===== config.mk =====
export PLATFORM = sky130hd
export DESIGN_NAME = alu
export DESIGN_NICKNAME = d
export VERILOG_FILES = /design/src/rtl/alu_pkg.sv /design/src/rtl/alu_comb.sv /design/src/rtl/alu.sv
export SDC_FILE = /design/constraint.sdc
export NUM_CORES = 1
export LEC_CHECK = 0
export CORE_AREA = 2 2 39 41
export DETAILED_ROUTE_END_ITERATION = 6
export DIE_AREA = 0 0 41 43
export PLACE_DENSITY_LB_ADDON = 0.2
export SYNTH_ARGS = -nofsm -noshare
export SYNTH_HDL_FRONTEND = slang
export SYNTH_SLANG_ARGS = --single-unit

===== constraint.sdc =====
create_clock -name clk -period 2 [get_ports clk]
set_clock_uncertainty 0.1 [all_clocks]
set_input_delay 0.4 -clock clk [delete_from_list [all_inputs] [get_ports clk]]
set_output_delay 0.4 -clock clk [all_outputs]
set_load 0.01 [all_outputs]

===== src/rtl/alu_pkg.sv =====
// Shared definitions for the lab-datapath ALU: the operation encoding and the
// default operand width.
// Build option: define ALU_SAT_EN for saturating ADD/SUB (default build wraps).
package alu_pkg;

  localparam int ALU_W = 4;

  typedef enum logic [1:0] {
    ALU_ADD = 2'b00,
    ALU_SUB = 2'b01,
    ALU_AND = 2'b10,
    ALU_OR  = 2'b11
  } alu_op_e;

endpackage : alu_pkg


===== src/rtl/alu_comb.sv =====
// Combinational core of the ALU: computes the result of one operation on two
// unsigned operands. No state.
// Build option: ALU_SAT_EN makes ADD clamp to all-ones on overflow and SUB
// clamp to zero on underflow; without it both wrap modulo 2^WIDTH.
module alu_comb
  import alu_pkg::*;
#(
  parameter int WIDTH = ALU_W
) (
  input  alu_op_e          op,
  input  logic [WIDTH-1:0] a,
  input  logic [WIDTH-1:0] b,
  output logic [WIDTH-1:0] y
);

  logic [WIDTH-1:0] add_res;
  logic [WIDTH-1:0] sub_res;

`ifdef ALU_SAT_EN
  // One extra bit holds the carry out of ADD and the borrow out of SUB.
  logic [WIDTH:0] sum_ext;
  logic [WIDTH:0] diff_ext;

  assign sum_ext  = {1'b0, a} + {1'b0, b};
  assign diff_ext = {1'b0, a} - {1'b0, b};
  assign add_res  = sum_ext[WIDTH]  ? {WIDTH{1'b1}} : sum_ext[WIDTH-1:0];
  assign sub_res  = diff_ext[WIDTH] ? {WIDTH{1'b0}} : diff_ext[WIDTH-1:0];
`else
  // Operands and results share a width, so the carry/borrow drops off and
  // the arithmetic wraps silently.
  assign add_res = a + b;
  assign sub_res = a - b;
`endif

  // Select the result for the requested operation.
  always_comb begin
    // NOTE: assign a default before the case so every path drives y;
    // a missed path would otherwise infer a latch.
    y = '0;
    case (op)
      ALU_ADD: y = add_res;
      ALU_SUB: y = sub_res;
      ALU_AND: y = a & b;
      ALU_OR:  y = a | b;
      default: y = '0;
    endcase
  end

endmodule : alu_comb


===== src/rtl/alu.sv =====
// Registered ALU for the lab datapath: one operation per clock, result and
// valid flag registered with latency 1. Free-running, no input handshake.
// Build option: ALU_SAT_EN (saturating ADD/SUB, see alu_comb).
module alu
  import alu_pkg::*;
#(
  parameter int WIDTH = ALU_W
) (
  input  logic             clk,
  input  logic             rst,
  input  logic [1:0]       op_in,
  input  logic [WIDTH-1:0] a_in,
  input  logic [WIDTH-1:0] b_in,
  output logic [WIDTH-1:0] out,
  output logic             out_valid
);

  logic [WIDTH-1:0] result;

  alu_comb #(
    .WIDTH(WIDTH)
  ) u_comb (
    .op(alu_op_e'(op_in)),
    .a (a_in),
    .b (b_in),
    .y (result)
  );

  // Output register: capture a new result every cycle out of reset.
  always_ff @(posedge clk) begin
    // NOTE: sequential state uses non-blocking assignments so every register
    // samples the pre-edge values, independent of statement order.
    if (rst) begin
      out       <= '0;
      out_valid <= 1'b0;
    end else begin
      out       <= result;
      out_valid <= 1'b1;
    end
  end

endmodule : alu


[After elaboration in Yosys (flattened, before gate mapping)]
Cells that the tools add are included.
Storage, ports and cells
  register bits: 5
  bits in latches: 0
  RAM bits: 0
  ROM bits: 0
  bits of input ports: 12
  output and inout port bits: 5
  word-level logic and storage cells: 12
  memories kept: 0
Operators by class
  add/sub/neg operators: 2
  multipliers: 0
  divide/modulo/power cells: 0
  order comparisons: 0
  equality and inequality tests: 3
  shift operators: 0
  multiplexer cells: 2
  bitwise gates (word level): 2
  reduce and logical (&&, ||, !) cells: 1
Operators with widths (number)
  $pmux 4 s4: 1
  $add 4x4->4: 1
  $and 4x4->4: 1
  $eq 2x2->1 const B: 2
  $or 4x4->4: 1
  $sub 4x4->4: 1
  $eq 2x1->1 const B: 1
  $logic_not 2->1: 1
  $mux 1: 1

[Longest topological paths before layout]
  depth after elaboration: 2
  mapped depth: 9
  mapped depth without buffers: 9

[By module]
A second synthesis with hierarchy kept.
Unflattened totals
  cell total of the unflattened synthesis: 54
  area total of the unflattened synthesis: 476.7 um^2
By module, submodules not included
  alu_comb: times used 1, cells an instance 44, area each 347.8 um^2, seq. area each 0.0 um^2
  alu: times used 1, cells an instance 10, area each 128.9 um^2, seq. area each 100.1 um^2

[Worst setup path before layout]
No wires, ideal clock.
  path type: input port to flip-flop
  start: input b_in[0]
  end: register out[3]
  setup time: 0.091 ns
  arrival time: 1.825 ns
  slack: -0.016 ns
  stages on the path: 9
  buffers on the path: 0
  cells stage by stage: inv_1 ha_1 mux2_2 inv_1 ha_1 nor2b_1 o21ai_0 a221oi_1 a311oi_1
On the way
  cells in the longest elaborated chain, start to end: 2
  elaborated cells between the ends (all ways): 3
Ends and longest elaborated chain
  start, declared: line alu.sv:13  | input logic [WIDTH-1:0] b_in,
  $sub 4x4->4 or $add 4x4->4 (tied branches): line alu_comb.sv:32, alu_comb.sv:31
  $pmux 4 s4 (*): line alu_comb.sv:40  | case (op)
  end signal, assigned: line alu.sv:37  | out <= result;
  end, declared: line alu.sv:14  | output logic [WIDTH-1:0] out,
Every way passes the cells marked *; elsewhere a longest branch is shown, timed or not.
A chain may end at the register's enable or synchronous reset.

[Worst setup path after layout]
  start: input a_in[0]
  end: register out[2]
On the way
  cells in the longest elaborated chain, start to end: 2
  elaborated cells between the ends (all ways): 3
Ends and longest elaborated chain
  start, declared: line alu.sv:12  | input logic [WIDTH-1:0] a_in,
  $sub 4x4->4 or $add 4x4->4 (tied branches): line alu_comb.sv:32, alu_comb.sv:31
  $pmux 4 s4 (*): line alu_comb.sv:40
Marked as above.

==> results.py <==
metrics = {
    "routing": {
        "dr.max_layer_used": "met4",
        "wire_per_inst_um": 10.36,
        "ant_nets": 0,
        "vias": 452,
        "dr.pass1.iters": 4,
        "drc_errors": 0,
        "vias_per_cell": 4.809,
        "dr_wl_met2_um": 501,
        "drt_iter0_markers": 8,
        "wl_met3_um": 67,
        "routed_wl_um": 974,
        "drt-met1-wl_um": 394,
    },
    "worst_setup_path": {
        "crit_path_max_fanout": 2,
        "arrival_ps": 1990,
        "critPathLaunchType": "primary input",
        "cp.required_ps": 2040,
        "critPathKind": "in -> reg",
        "worst_setup_path_end_kind": "flop",
    },
    "synth": {
        "avgSynthCellArea_sq_um": 8.758,
        "synthDistinctLibCells": 20,
        "synth.most_common_cell": "inv_1",
        "yosysSeqAreaShare": 0.2432,
        "synth_area_sq_um": 411.6,
        "synth_commonest_cells": "9 x inv_1, 6 x ha_1, 5 x dfxtp_1, 5 x o21ai_0",
        "synth-edff-count": 0,
        "async_reset_ff_frac": 0,
        "ys.flop_type": "dfxtp_1",
        "ys_warn_count": 0,
        "ys_ff_latch": 5,
        "syn_nets": 66,
        "synth_top_area_frac": 0.2432,
        "yosys.area.top_type": "dfxtp_1",
        "syn_inst": 47,
        "synth.top_cells.by_area": "dfxtp_1 24%, ha_1 18%, inv_1 8.2%",
    },
    "global_route": {
        "grt_first_pass_wirelength_um": 1690,
        "antenna_found_initial": 0,
        "grt_use_total": 0.1434,
        "grt_pass1_vias": 418,
        "grt_max_degree": 7,
        "overflow": 0,
    },
    "placed_design": {
        "placed_cells": 89,
        "hpwl_um": 787.5,
        "place.gp.congestion": 0.7766,
        "port_buffers": 16,
    },
    "clock_network": {
        "cts_tree": "yes",
        "numCtsBuffers": 3,
        "ctsHtreeMaxLevel": 1,
        "cts_buffer_depth": 2,
        "cts_root_buf": "clkbuf_4",
        "cts.sinks": 5,
        "clk_pin_slew_worst_paths_ps": 40,
    },
    "sta": {
        "worst_slew_pin_slew_ps": 328.4,
        "fin_setup_tns_ps": 0,
        "period_needed_ps": 1957,
        "slew_violations": 0,
        "final_hold_viol_count": 0,
        "setup_violations": 0,
        "fmax_mhz": 511.1,
        "finalCritPeriodShare": 0.9783,
        "relSlewSlack": 0.7787,
        "rsz0062_at_grt": "no",
    },
    "layout": {
        "drive_gt1_frac": 0.3462,
        "instances_no_fill": 94,
        "diodes": 0,
        "syn2layout_area_growth_pct": 78.42,
        "final_nets": 98,
    },
    "floorplan": {
        "ios": 17,
        "rows": 14,
        "fp.dieW_um": 41,
        "initial_utilization": 0.2975,
        "die-height_um": 43,
        "fp.coreArea_sq_um": 1384,
        "fp.dieArea_sq_um": 1763,
    },
    "power": {
        "vdd_drop_max_v": 0.0001884,
        "switching_share": 0.2731,
        "pwr-share-comb": 0.412,
        "pwr-share-clk": 0.293,
        "powerDensity_nw_per_um2": 519.3,
        "intPower_mw": 0.2772,
        "p_seq_frac": 0.295,
        "switchingPower_mw": 0.1042,
        "p_leak_nw": 0.3354,
    },
    "run_status": {
        "status": "complete, no violations",
    },
    "min_path": {
        "min_path_type": "in -> reg",
        "holdPathStages": 4,
    },
    "flow_run": {
        "maxCapViolCount": 0,
    },
}
==> repair_timing <==
item	in CTS	in global routing
pin swaps	5	6
setup buffers	1	0
resized for setup	8	12
hold buffers	0	0
setup endpoints to repair	3	2
==> critical path, stage by stage <==
cell and delay [ps]:
clkdlybuf4s50_1 490, inv_1 70, ha_2 200, fa_2 380, xnor2_2 160, nor2_1 50
a311oi_1 250
==> final cells by class <==
cell class,count,area [sq um]
fillers,138,649.4
clock buffers,4,26.28
repair buffers,27,232.7
well taps,16,20.02
inverters,9,33.78
flip-flops and latches,5,100.1
multi-input cells,33,321.6
==> cell usage in the layout (no fill, tap or decap), drive strengths merged <==
cell,Yosys,routed
a311oi,2,2
ha,6,6
clkdlybuf4s15,0,2
clkbuf,0,6
maj3,1,1
mux2i,1,1
inv,9,9
dfxtp,5,5
nor3,1,1
or3,1,1
nor2,3,3
a221oi,2,2
xnor2,3,3
o21ai,5,5
a21oi,1,1
nor2b,2,2
clkdlybuf4s50,0,12
and3,1,1
mux2,1,1
buf,0,11
nand2,1,1
fa,1,1
a211oi,1,1
==> cells by family after synthesis <==
group                    synth area share
flip-flops                         0.2432
multiplexers                      0.05167
AO/OA/AOI/OAI                      0.1763
AND/OR/NAND/NOR                    0.1277
XOR/XNOR                          0.06384
buffers and inverters             0.08206
adder cells (fa/ha/maj)            0.2553
==> registers in the layout, summed over array words and instances, names as in the netlist <==
signal,count
out,4
out_valid,1
==> worst paths after layout <==
| kind | from | endpoint |
|---|---|---|
| setup / recovery | a_in[0] | out[2] |
| hold / removal | b_in[1] | out[1] |
==> power by group through the flow <==
stage / logic (mW) / registers (mW) / clock network [mW]
after floorplan: 0.0587 / 0.120 / 0
after global placement: 0.138 / 0.114 / 0
after detailed placement: 0.140 / 0.114 / 0
after CTS: 0.142 / 0.113 / 0.117
after global routing: 0.175 / 0.113 / 0.122
final: 0.157 / 0.112 / 0.112
==> per-layer routing <==
metal  GRT usage  up-vias
met4      0.1000        0
met2      0.2156       19
met1      0.1699      206
met3     0.03141        2
met5           0        -
li1            -      225
==> metrics by stage <==
stage	total power, mW	area [sq um]	worst slack [ps]	hold WS (ps)	util
after floorplan	0.1783	411.6	25.97	369.6	-
after global placement	0.2515	666.9	-545.1	899.2	0.4819
after detailed placement	0.2541	666.9	-574.1	891.3	0.4819
after CTS	0.3719	705.7	19.83	602.2	0.5099
after global routing	0.4099	734.5	4.265	587.0	0.5307
final	0.3814	734.5	43.46	577.8	0.5307
Power figures use the tool's default switching activity.
